==> config.mk <==
export PLATFORM = sky130hd
export DESIGN_NAME = multicycle_ctrl_fsm
export DESIGN_NICKNAME = d
export VERILOG_FILES = /design/src/rtl/ctrl_fsm_pkg.sv /design/src/rtl/ctrl_instret_counter.sv /design/src/rtl/multicycle_ctrl_fsm.sv
export SDC_FILE = /design/constraint.sdc
export NUM_CORES = 1
export LEC_CHECK = 0
export CORE_MARGIN = 10
export CORE_UTILIZATION = 33
export CTS_CLUSTER_SIZE = 30
export DETAILED_ROUTE_END_ITERATION = 8
export MAX_ROUTING_LAYER = met4
export PLACE_DENSITY = 0.75
export RECOVER_POWER = 25
export SYNTH_ARGS = -nofsm -noshare
export SYNTH_HDL_FRONTEND = slang
export SYNTH_SLANG_ARGS = --single-unit
==> constraint.sdc <==
create_clock -name clk -period 1.3 [get_ports clk]
set_input_delay 0.13 -clock clk [delete_from_list [all_inputs] [get_ports clk]]
set_output_delay 0.13 -clock clk [all_outputs]
set_load 0.01 [all_outputs]
==> src/rtl/ctrl_fsm_pkg.sv <==
// Shared definitions for the multicycle control unit.
// Holds the FSM state codes, the instruction class codes seen on `op`, and
// the encodings of the datapath mux selects driven by the controller.
package ctrl_fsm_pkg;

  typedef enum logic [3:0] {
    S_FETCH  = 4'd0,
    S_DECODE = 4'd1,
    S_MEMADR = 4'd2,
    S_MEMRD  = 4'd3,
    S_MEMWB  = 4'd4,
    S_MEMWR  = 4'd5,
    S_EXEC_R = 4'd6,
    S_ALUWB  = 4'd7,
    S_EXEC_I = 4'd8,
    S_BRANCH = 4'd9,
    S_JUMP   = 4'd10,
    S_HALT   = 4'd11
  } state_t;

  // Instruction classes; 3'b101 and 3'b110 are executed as NOPs.
  localparam logic [2:0] OP_R    = 3'b000;
  localparam logic [2:0] OP_I    = 3'b001;
  localparam logic [2:0] OP_MEM  = 3'b010;
  localparam logic [2:0] OP_BR   = 3'b011;
  localparam logic [2:0] OP_JMP  = 3'b100;
  localparam logic [2:0] OP_HALT = 3'b111;

  // result_src
  localparam logic [1:0] RES_ALUOUT = 2'b00;
  localparam logic [1:0] RES_DATA   = 2'b01;
  localparam logic [1:0] RES_ALU    = 2'b10;

  // alu_src_a
  localparam logic [1:0] SRCA_PC    = 2'b00;
  localparam logic [1:0] SRCA_OLDPC = 2'b01;
  localparam logic [1:0] SRCA_RS    = 2'b10;

  // alu_src_b
  localparam logic [1:0] SRCB_REG   = 2'b00;
  localparam logic [1:0] SRCB_IMM   = 2'b01;
  localparam logic [1:0] SRCB_FOUR  = 2'b10;

  // imm_src
  localparam logic [1:0] IMM_I      = 2'b00;
  localparam logic [1:0] IMM_S      = 2'b01;
  localparam logic [1:0] IMM_B      = 2'b10;

  // States whose exit to FETCH completes (retires) an instruction.
  function automatic logic retires(input state_t s);
    return s inside {S_MEMWB, S_MEMWR, S_ALUWB, S_BRANCH, S_JUMP};
  endfunction

endpackage

==> src/rtl/ctrl_instret_counter.sv <==
// Retired-instruction counter, free-running and wrapping at 2^CNT_W.
// Ports: clk, reset (sync, active-low), en (count this edge), count.
module ctrl_instret_counter #(
  parameter int CNT_W = 32
) (
  input  logic             clk,
  input  logic             reset,
  input  logic             en,
  output logic [CNT_W-1:0] count
);

  always_ff @(posedge clk) begin
    if (!reset)
      count <= '0;
    else if (en)
      count <= count + CNT_W'(1);
  end

endmodule

==> src/rtl/multicycle_ctrl_fsm.sv <==
// Multicycle control unit: Moore FSM sequencing fetch, decode, execute,
// memory access and writeback, driving datapath selects and write enables.
// Optional macro CTRL_INSTRET_EN adds the `instret` retired-instruction count.
// Ports:
//   clk, reset (sync, active-low)
//   zero, op, funct3, mem_ready      : decode fields and status inputs
//   mem_req, pc_write, adr_src, mem_write, ir_write, reg_write
//   result_src, alu_control, alu_src_a, alu_src_b, imm_src
//   state_o (debug state code), zflag (registered zero), halted
//   instret (only with CTRL_INSTRET_EN)
module multicycle_ctrl_fsm
  import ctrl_fsm_pkg::*;
#(
  parameter int ALUC_W  = 3,
  parameter int STATE_W = 4,
  parameter int MEM_HS  = 1,
  parameter int CNT_W   = 32
) (
  input  logic               clk,
  input  logic               reset,
  input  logic               zero,
  input  logic [2:0]         op,
  input  logic [2:0]         funct3,
  input  logic               mem_ready,
  output logic               mem_req,
  output logic               pc_write,
  output logic               adr_src,
  output logic               mem_write,
  output logic               ir_write,
  output logic               reg_write,
  output logic [1:0]         result_src,
  output logic [ALUC_W-1:0]  alu_control,
  output logic [1:0]         alu_src_a,
  output logic [1:0]         alu_src_b,
  output logic [1:0]         imm_src,
  output logic [STATE_W-1:0] state_o,
  output logic               zflag,
  output logic               halted
`ifdef CTRL_INSTRET_EN
  ,
  output logic [CNT_W-1:0]   instret
`endif
);

  state_t state, state_next;
  logic   ready;

  // Without the handshake every memory access completes in one cycle.
  assign ready = (MEM_HS != 0) ? mem_ready : 1'b1;

  always_comb begin
    // NOTE: default assignment first so every path drives the signal and no latch is inferred.
    state_next = S_FETCH;
    case (state)
      S_FETCH:  state_next = ready ? S_DECODE : S_FETCH;
      S_DECODE: begin
        case (op)
          OP_R:    state_next = S_EXEC_R;
          OP_I:    state_next = S_EXEC_I;
          OP_MEM:  state_next = S_MEMADR;
          OP_BR:   state_next = S_BRANCH;
          OP_JMP:  state_next = S_JUMP;
          OP_HALT: state_next = S_HALT;
          default: state_next = S_FETCH;
        endcase
      end
      S_MEMADR: state_next = funct3[0] ? S_MEMWR : S_MEMRD;
      S_MEMRD:  state_next = ready ? S_MEMWB : S_MEMRD;
      S_MEMWR:  state_next = ready ? S_FETCH : S_MEMWR;
      S_EXEC_R,
      S_EXEC_I: state_next = S_ALUWB;
      S_HALT:   state_next = S_HALT;
      default:  state_next = S_FETCH;
    endcase
  end

  always_ff @(posedge clk) begin
    // NOTE: sequential state uses non-blocking assignments so all flops update together.
    if (!reset) begin
      state <= S_FETCH;
      zflag <= 1'b0;
    end else begin
      state <= state_next;
      // Every EXEC state lasts one cycle, so this is the edge leaving it.
      if (state == S_EXEC_R || state == S_EXEC_I)
        zflag <= zero;
    end
  end

  always_comb begin
    mem_req     = 1'b0;
    pc_write    = 1'b0;
    adr_src     = 1'b0;
    mem_write   = 1'b0;
    ir_write    = 1'b0;
    reg_write   = 1'b0;
    result_src  = RES_ALUOUT;
    alu_control = '0;
    alu_src_a   = SRCA_PC;
    alu_src_b   = SRCB_REG;
    imm_src     = IMM_I;
    halted      = 1'b0;
    case (state)
      S_FETCH: begin
        mem_req    = 1'b1;
        ir_write   = ready;
        pc_write   = ready;
        alu_src_a  = SRCA_PC;
        alu_src_b  = SRCB_FOUR;
        result_src = RES_ALU;
      end
      S_MEMADR: begin
        alu_src_a = SRCA_OLDPC;
        alu_src_b = SRCB_IMM;
        imm_src   = IMM_S;
      end
      S_MEMRD: begin
        mem_req = 1'b1;
        adr_src = 1'b1;
      end
      S_MEMWR: begin
        mem_req   = 1'b1;
        adr_src   = 1'b1;
        mem_write = ready;
      end
      S_MEMWB: begin
        reg_write  = 1'b1;
        result_src = RES_DATA;
      end
      S_EXEC_R: begin
        alu_src_a   = SRCA_RS;
        alu_src_b   = SRCB_REG;
        alu_control = ALUC_W'(funct3);
      end
      S_EXEC_I: begin
        alu_src_a   = SRCA_RS;
        alu_src_b   = SRCB_IMM;
        imm_src     = IMM_I;
        alu_control = ALUC_W'(funct3);
      end
      S_ALUWB: begin
        reg_write   = 1'b1;
        result_src  = RES_ALUOUT;
        alu_control = ALUC_W'(funct3);
      end
      S_BRANCH, S_JUMP: begin
        alu_src_a  = SRCA_OLDPC;
        alu_src_b  = SRCB_IMM;
        imm_src    = IMM_B;
        result_src = RES_ALU;
        // funct3[0] = 0 keeps the legacy branch-if-not-zero polarity.
        if (state == S_JUMP)
          pc_write = 1'b1;
        else
          pc_write = funct3[0] ? zflag : ~zflag;
      end
      S_HALT: halted = 1'b1;
      default: ;
    endcase
    // Reset is synchronous, so the state may still be mid-access while it is
    // held low; suppress every side effect until the FETCH edge lands.
    if (!reset) begin
      mem_req   = 1'b0;
      pc_write  = 1'b0;
      mem_write = 1'b0;
      ir_write  = 1'b0;
      reg_write = 1'b0;
    end
  end

  assign state_o = STATE_W'(state);

`ifdef CTRL_INSTRET_EN
  logic retire;

  assign retire = retires(state) && (state_next == S_FETCH);

  ctrl_instret_counter #(
    .CNT_W(CNT_W)
  ) u_instret (
    .clk   (clk),
    .reset (reset),
    .en    (retire),
    .count (instret)
  );
`endif

endmodule
==> results of run 1 <==
layout make-up:
type,instances,share of cell area (%)
tap,16,1.57
sequential,5,9.01
multi-input combinational,70,43.6
timing repair buffer,67,43.5
inverter,1,0.294
clock buffer,4,2.06
registers in the layout, summed over array words and instances, names as in the netlist:
register  flops
state_o       4
zflag         1
routing by layer:
metal | vias up | track usage (%)
met5 | - | -
met4 | 0 | 5.21
met3 | 12 | 3.29
met2 | 51 | 26.6
met1 | 438 | 14.4
li1 | 419 | -
final timing paths:
kind	depth (start not counted)	end	from	slack, ns
max	6	zflag$_SDFFE_PN0N_	state_o[1]$_SDFF_PN0_	-0.30
min	3	zflag$_SDFFE_PN0N_	zero	0.59
max reg2reg	6	zflag$_SDFFE_PN0N_	state_o[1]$_SDFF_PN0_	-0.30
min reg2reg	3	zflag$_SDFFE_PN0N_	zflag$_SDFFE_PN0N_	0.74
cells in the final DEF, fill, tap and decap left out, types with 3 or more instances in the layout:
cell	n
clkdlybuf4s50_1	9
dfxtp_4	4
and3_1	4
buf_4	26
nand2b_1	3
clkbuf_4	3
buf_2	13
nor2_1	3
o21ai_0	3
a31oi_1	3
a21oi_1	4
buf_6	12
nor2b_1	4
dlygate4sd2_1	5
nand2_1	6
nor2_2	3
timing repair:
item	4_1_cts	5_1_grt
hold buffers	0	0
setup buffers	7	7
endpoints found under the setup margin	27	23
gates resized for setup	107	17
pin swaps	5	6
worst max-delay path, stage by stage, from the launching register on:
cell	delay, ns
dfxtp_4	0.38
buf_6	0.14
or3b_4	0.39
a21oi_4	0.17
buf_6	0.11
mux2i_1	0.21
nor2b_1	0.08
through the flow:
stage / cell area (µm²) / power, mW / instances
after floorplan: 582 / 0.787 / 82
after CTS: 1180 / 1.67 / 157
after detailed placement: 1050 / 1.34 / 146
final: 1280 / 1.91 / 163
after global placement: 1050 / 1.31 / 146
after global routing: 1280 / 2.00 / 163
where the power goes:
part | internal, mW | switching [mW]
registers | 0.202 | 0.103
logic | 0.759 | 0.657
clock network | 0.117 | 0.0753
logic make-up after synthesis:
group | synth area share (%)
xor gates and xnor gates | 6.24
muxes | 3.79
AOI/OAI and AO/OA | 23.2
buffers and inverters | 6.68
and+or+nand+nor | 42.3
DFF | 17.8
==> results.py, run 1 <==
metrics = {
    "min_path": {
        "hold_class": "input port to flop",
    },
    "floorplanning": {
        "pin_count": 33,
        "die_area_um2": 3750,
        "initial_utilization_pct": 36.0,
        "die_x_um": 61.3,
        "num_rows": 14,
        "core_area_um2": 1560,
        "dieHeight_um": 61.3,
    },
    "final_layout": {
        "seqCellArea_um2": 115,
        "multi_input_area_um2": 557,
        "post-route-util_pct": 81.9,
        "layout.nets": 158,
        "diodes": 0,
        "syn2layout_area_growth_pct": 127,
        "fillers": 105,
        "drive_gt1_share_pct": 57.8,
    },
    "flow_run": {
        "drv_cap": 0,
    },
    "synth": {
        "ys_seq_area_share_pct": 17.8,
        "synth-main-ff-cell": "dfxtp_1",
        "synth-async-reset-ratio_pct": 0,
        "synth_area_um2": 562,
        "synth_edf_count": 0,
        "yosys.cell_types.count": 33,
        "synthTopCellsByArea": "dfxtp_1 (18%), nor2b_1 (7.8%), nand2_1 (6.0%), nand2b_1 (5.6%), nor2_1 (5.3%)",
        "synthCells": 82,
        "synth.ff_latch_count": 5,
        "synthTopCellsByCount": "nand2_1 (9), nor2_1 (8), nor2b_1 (7)",
        "yosysMostFrequentCell": "nand2_1",
        "syn_avg_cell_area_um2": 6.85,
        "yosysWarnings": 0,
        "syn_nets": 92,
        "synth_top_area_share_pct": 17.8,
        "synth_top_area_cell": "dfxtp_1",
    },
    "outcome": {
        "violations": "setup timing",
        "status": "complete, but fails checks",
    },
    "setup_path": {
        "start_kind": "flop",
        "crit_required_ns": 1.43,
        "critPathMaxFanout": 6,
        "critPathCaptureType": "flop",
        "path_class": "flop to flop",
        "arrival_ns": 1.73,
    },
    "detailed_routing": {
        "dr.max_layer_used": "met4",
        "wirelength_mm": 3.12,
        "drcViolationCount": 0,
        "drt-wirelength-per-cell_um": 19.2,
        "drtIter0Drc": 24,
        "ant_nets": 0,
        "wl_met1_mm": 1.22,
        "wl_met2_mm": 1.60,
        "drt-vias-per-instance": 5.64,
        "wl_met3_um": 206,
        "drt_pass1_iterations": 4,
        "dr_total_vias": 920,
    },
    "timing": {
        "setup_viol": 20,
        "rsz0062_at_grt": "true",
        "whs_ns": 0.588,
        "final.period_utilization_pct": 123,
        "clock_skew_ns": 0.00427,
        "setup_slack_ns": -0.301,
        "worstMarginPinSlew_ns": 0.312,
        "slew_violations": 0,
        "hold_viol_final": 0,
        "relSlewSlack_pct": 78.9,
        "setup_tns_ns": -2.80,
        "max_freq_ghz": 0.625,
        "fin_crit_ns": 1.60,
    },
    "global_routing": {
        "overflow": 0,
        "track_usage_pct": 14.4,
        "antenna_found_initial": 0,
        "grt_start_max_net_pins": 11,
        "grt_pass1_vias": 876,
        "grt_pass1_wl_mm": 4.06,
    },
    "power": {
        "power_leakage_nw": 0.609,
        "cellPowerDensity_nw_per_um2": 1500,
        "ir_worst_vdd_mv": 0.887,
    },
    "clock_tree": {
        "cts_root_buffer": "clkbuf_4",
        "ctsLongestPathBuffers": 2,
        "clk_pin_slew_ns": 0.05,
        "htree_num_levels": 1,
        "cts_sinks": 5,
        "cts-buffers-inserted": 3,
        "cts_tree": "built",
        "clk_latency_ns": 0.25,
    },
    "placed_design": {
        "routabilityCongestion": 0.832,
        "portBuffers": 32,
        "pre_cts_slack_ns": -0.423,
        "dp_hpwl_mm": 1.81,
    },
}
Note: power is estimated with default switching activity, not from simulation.
==> run 2, diff against run 1 <==
==> constraint.sdc (replaced) <==
create_clock -name clk -period 1.3 [get_ports clk]
set_input_delay 0.325 -clock clk [delete_from_list [all_inputs] [get_ports clk]]
set_output_delay 0.325 -clock clk [all_outputs]
set_load 0.01 [all_outputs]
==> run 2 against run 1 <==
Effect of this change:
- the flow now stops in 4_1_cts
- synthesized cell count stayed put
- synthesized area stayed put
==> results.py, run 2 <==
metrics = {
    "synth": {
        "synth_top_area_cell": "dfxtp_1",
        "synth_edf_count": 0,
        "synthTopCellsByCount": "nand2_1 (9), nor2_1 (8), nor2b_1 (7)",
        "syn_avg_cell_area_um2": 6.85,
        "yosys.cell_types.count": 33,
        "synth-main-ff-cell": "dfxtp_1",
        "syn_nets": 92,
        "synthTopCellsByArea": "dfxtp_1 (18%), nor2b_1 (7.8%), nand2_1 (6.0%), nand2b_1 (5.6%), nor2_1 (5.3%)",
        "synth-async-reset-ratio_pct": 0,
        "synthCells": 82,
        "synth_area_um2": 562,
        "synth_top_area_share_pct": 17.8,
        "yosysWarnings": 0,
        "yosysMostFrequentCell": "nand2_1",
        "synth.ff_latch_count": 5,
        "ys_seq_area_share_pct": 17.8,
    },
    "clock_tree": {
        "htree_num_levels": 1,
        "cts-buffers-inserted": 3,
        "ctsLongestPathBuffers": 2,
        "cts_resized": 169,
        "cts_root_buffer": "clkbuf_4",
        "cts_sinks": 5,
        "cts_setup_buffers": 36,
        "ctsHoldBuffers": 0,
    },
    "floorplanning": {
        "pin_count": 33,
        "dieHeight_um": 61.3,
        "initial_utilization_pct": 36.0,
        "die_x_um": 61.3,
        "num_rows": 14,
    },
    "placed_design": {
        "routabilityCongestion": 0.863,
        "portBuffers": 32,
        "dp_cells": 151,
        "dp_hpwl_mm": 1.79,
        "pre_cts_slack_ns": -0.806,
    },
    "outcome": {
        "status": "stopped before the end",
        "first-error": "[ERROR DPL-0038] Utilization greater than 100%, impossible to legalize",
        "haltStage": "4_1_cts",
    },
}
## run 2: cell counts after synthesis
No cell type changed its count.
## run 2: logic make-up after synthesis
kind of cell,after synthesis,synth area share [%]
AO/OA/AOI/OAI,20,23.2
XOR/XNOR,4,6.24
buffers and inverters,7,6.68
flip-flops,5,17.8
multiplexers,2,3.79
AND/OR/NAND/NOR,44,42.3
## run 2: through the flow
stage	area (µm²)	setup TNS [ns]	util, %
detailed placement	1110	-10.86	71.4
global placement	1110	-10.52	71.4
floorplan	627	-0.808	-
==> run 3, diff against run 2 <==
--- a/config.mk
+++ b/config.mk
@@ -5,12 +5,10 @@
 export SDC_FILE = /design/constraint.sdc
 export NUM_CORES = 1
 export LEC_CHECK = 0
-export CORE_MARGIN = 10
-export CORE_UTILIZATION = 33
-export CTS_CLUSTER_SIZE = 30
+export CORE_AREA = 10 10 71 73
 export DETAILED_ROUTE_END_ITERATION = 8
-export MAX_ROUTING_LAYER = met4
-export PLACE_DENSITY = 0.75
+export DIE_AREA = 0 0 81 83
+export PLACE_DENSITY_LB_ADDON = 0.15
 export RECOVER_POWER = 25
 export SYNTH_ARGS = -nofsm -noshare
 export SYNTH_HDL_FRONTEND = slang
==> constraint.sdc (replaced) <==
create_clock -name clk -period 1.7 [get_ports clk]
set_input_delay 0.425 -clock clk [delete_from_list [all_inputs] [get_ports clk]]
set_output_delay 0.425 -clock clk [all_outputs]
set_load 0.01 [all_outputs]
==> run 3 against run 2 <==
Effect of this change:
- the flow now finishes, with violations (setup timing)
==> results.py, run 3 (synthesis gave the netlist of run 1 again) <==
metrics = {
    "timing": {
        "worstMarginPinSlew_ns": 0.345,
        "max_freq_ghz": 0.568,
        "fin_crit_ns": 1.76,
        "setup_viol": 6,
        "rsz0062_at_grt": "true",
        "slew_violations": 0,
        "setup_tns_ns": -0.308,
        "clock_skew_ns": 0.00291,
        "relSlewSlack_pct": 76.8,
        "setup_slack_ns": -0.0617,
        "hold_viol_final": 0,
        "whs_ns": 0.659,
        "final.period_utilization_pct": 104,
    },
    "setup_path": {
        "crit_required_ns": 1.27,
        "arrival_ns": 1.34,
        "critPathCaptureType": "output port",
        "start_kind": "flop",
        "cp_slowest_cell": "dfxtp_4",
        "slowest_delay_ns": 0.37,
        "critPathMaxFanout": 7,
        "cp_cell_sequence": "nor2b_1 > or3_1 > a21oi_2 > buf_2",
        "path_class": "flop to output port",
        "rrSetupSlack_ns": 0.24,
    },
    "clock_tree": {
        "htree_num_levels": 1,
        "clk_latency_ns": 0.22,
        "ctsHoldBuffers": 0,
        "ctsLongestPathBuffers": 2,
        "cts_sinks": 5,
        "clk_pin_slew_ns": 0.04,
        "cts-buffers-inserted": 3,
        "cts_tree": "built",
        "cts_root_buffer": "clkbuf_8",
    },
    "power": {
        "power_leakage_nw": 0.554,
        "cellPowerDensity_nw_per_um2": 1100,
        "ir_worst_vdd_mv": 0.228,
        "total_power_mw": 1.34,
    },
    "floorplanning": {
        "num_rows": 22,
        "initial_utilization_pct": 15.5,
        "core_area_um2": 3630,
        "die_area_um2": 6720,
        "die_x_um": 81,
        "dieHeight_um": 83,
        "pin_count": 33,
    },
    "detailed_routing": {
        "drt_pass1_iterations": 4,
        "wirelength_mm": 2.38,
        "ant_nets": 0,
        "drt-wirelength-per-cell_um": 12.6,
        "drt-vias-per-instance": 4.22,
        "drtIter0Drc": 13,
        "dr_total_vias": 793,
        "drcViolationCount": 0,
    },
    "outcome": {
        "status": "complete, but fails checks",
        "violations": "setup timing",
    },
    "placed_design": {
        "portBuffers": 32,
        "routabilityCongestion": 0.765,
        "dp_hpwl_mm": 1.97,
        "dp_cells": 183,
    },
    "final_layout": {
        "final_cell_mix": "buf_4 (24), buf_2 (14), nand2_1 (7), clkdlybuf4s50_1 (7)",
        "drive_gt1_share_pct": 53.6,
        "largest_reg_flops": 4,
        "final_common_cell": "buf_4",
        "syn2layout_area_growth_pct": 117,
        "diodes": 0,
        "post-route-util_pct": 33.5,
        "instances_no_fill": 188,
        "layout.nets": 151,
    },
    "flow_run": {
        "drv_cap": 0,
    },
    "global_routing": {
        "track_usage_pct": 7.24,
        "grt_pass1_vias": 791,
        "antenna_found_initial": 0,
        "overflow": 0,
        "grt_pass1_wl_mm": 3.99,
        "grt_start_max_net_pins": 14,
    },
    "min_path": {
        "hold_class": "flop to flop",
    },
}
## run 3: path summary, 6_finish.rpt
check	start	end	depth (start not counted)
max	state_o[1]$_SDFF_PN0_	result_src[1]	4
min	zflag$_SDFFE_PN0N_	zflag$_SDFFE_PN0N_	3
max reg2reg	state_o[2]$_SDFF_PN0_	zflag$_SDFFE_PN0N_	5
min reg2reg	zflag$_SDFFE_PN0N_	zflag$_SDFFE_PN0N_	3
## run 3: per-layer routing
layer  global-route usage, %  up-vias  part of all wire [%]
met5                       0        -                     0
met4                    2.35        0                   1.2
met3                    2.91        2                   6.9
met2                    12.1       25                    49
met1                    8.03      358                    43
li1                        -      408                     -
## run 3: through the flow
stage	cell area, µm²	worst slack [ns]
final	1220	-0.0617
after floorplan	566	0.00126
after global routing	1220	-0.121
after CTS	1190	-0.103
after detailed placement	1110	-0.623
after global placement	1110	-0.587
## run 3: cell type report
| type | instances | area [µm²] |
|---|---|---|
| clock buffer | 3 | 41.3 |
| clock inverter | 1 | 5.00 |
| fill | 408 | 2420 |
| inverter | 1 | 3.75 |
| multi-input combinational | 70 | 522 |
| sequential | 5 | 115 |
| tap | 48 | 60.1 |
| timing repair buffer | 60 | 470 |
## run 3: repair_timing
item	in CTS	in global routing
buffers inserted	2	0
cloned	0	0
pin swaps	3	6
setup endpoints to repair	22	16
gates resized for setup	98	17
## run 3: where the power goes
part / switching (mW) / internal [mW]
sequential: 0.0685 / 0.155
combinational: 0.408 / 0.493
clock: 0.0598 / 0.157
## run 3: worst max-delay path: cells and delay by family (launching register included)
family | cells | cell delay, ns
flip-flops | 1 | 0.37
AND/OR/NAND/NOR | 2 | 0.48
buffers and inverters | 1 | 0.14
AO/OA/AOI/OAI | 1 | 0.13
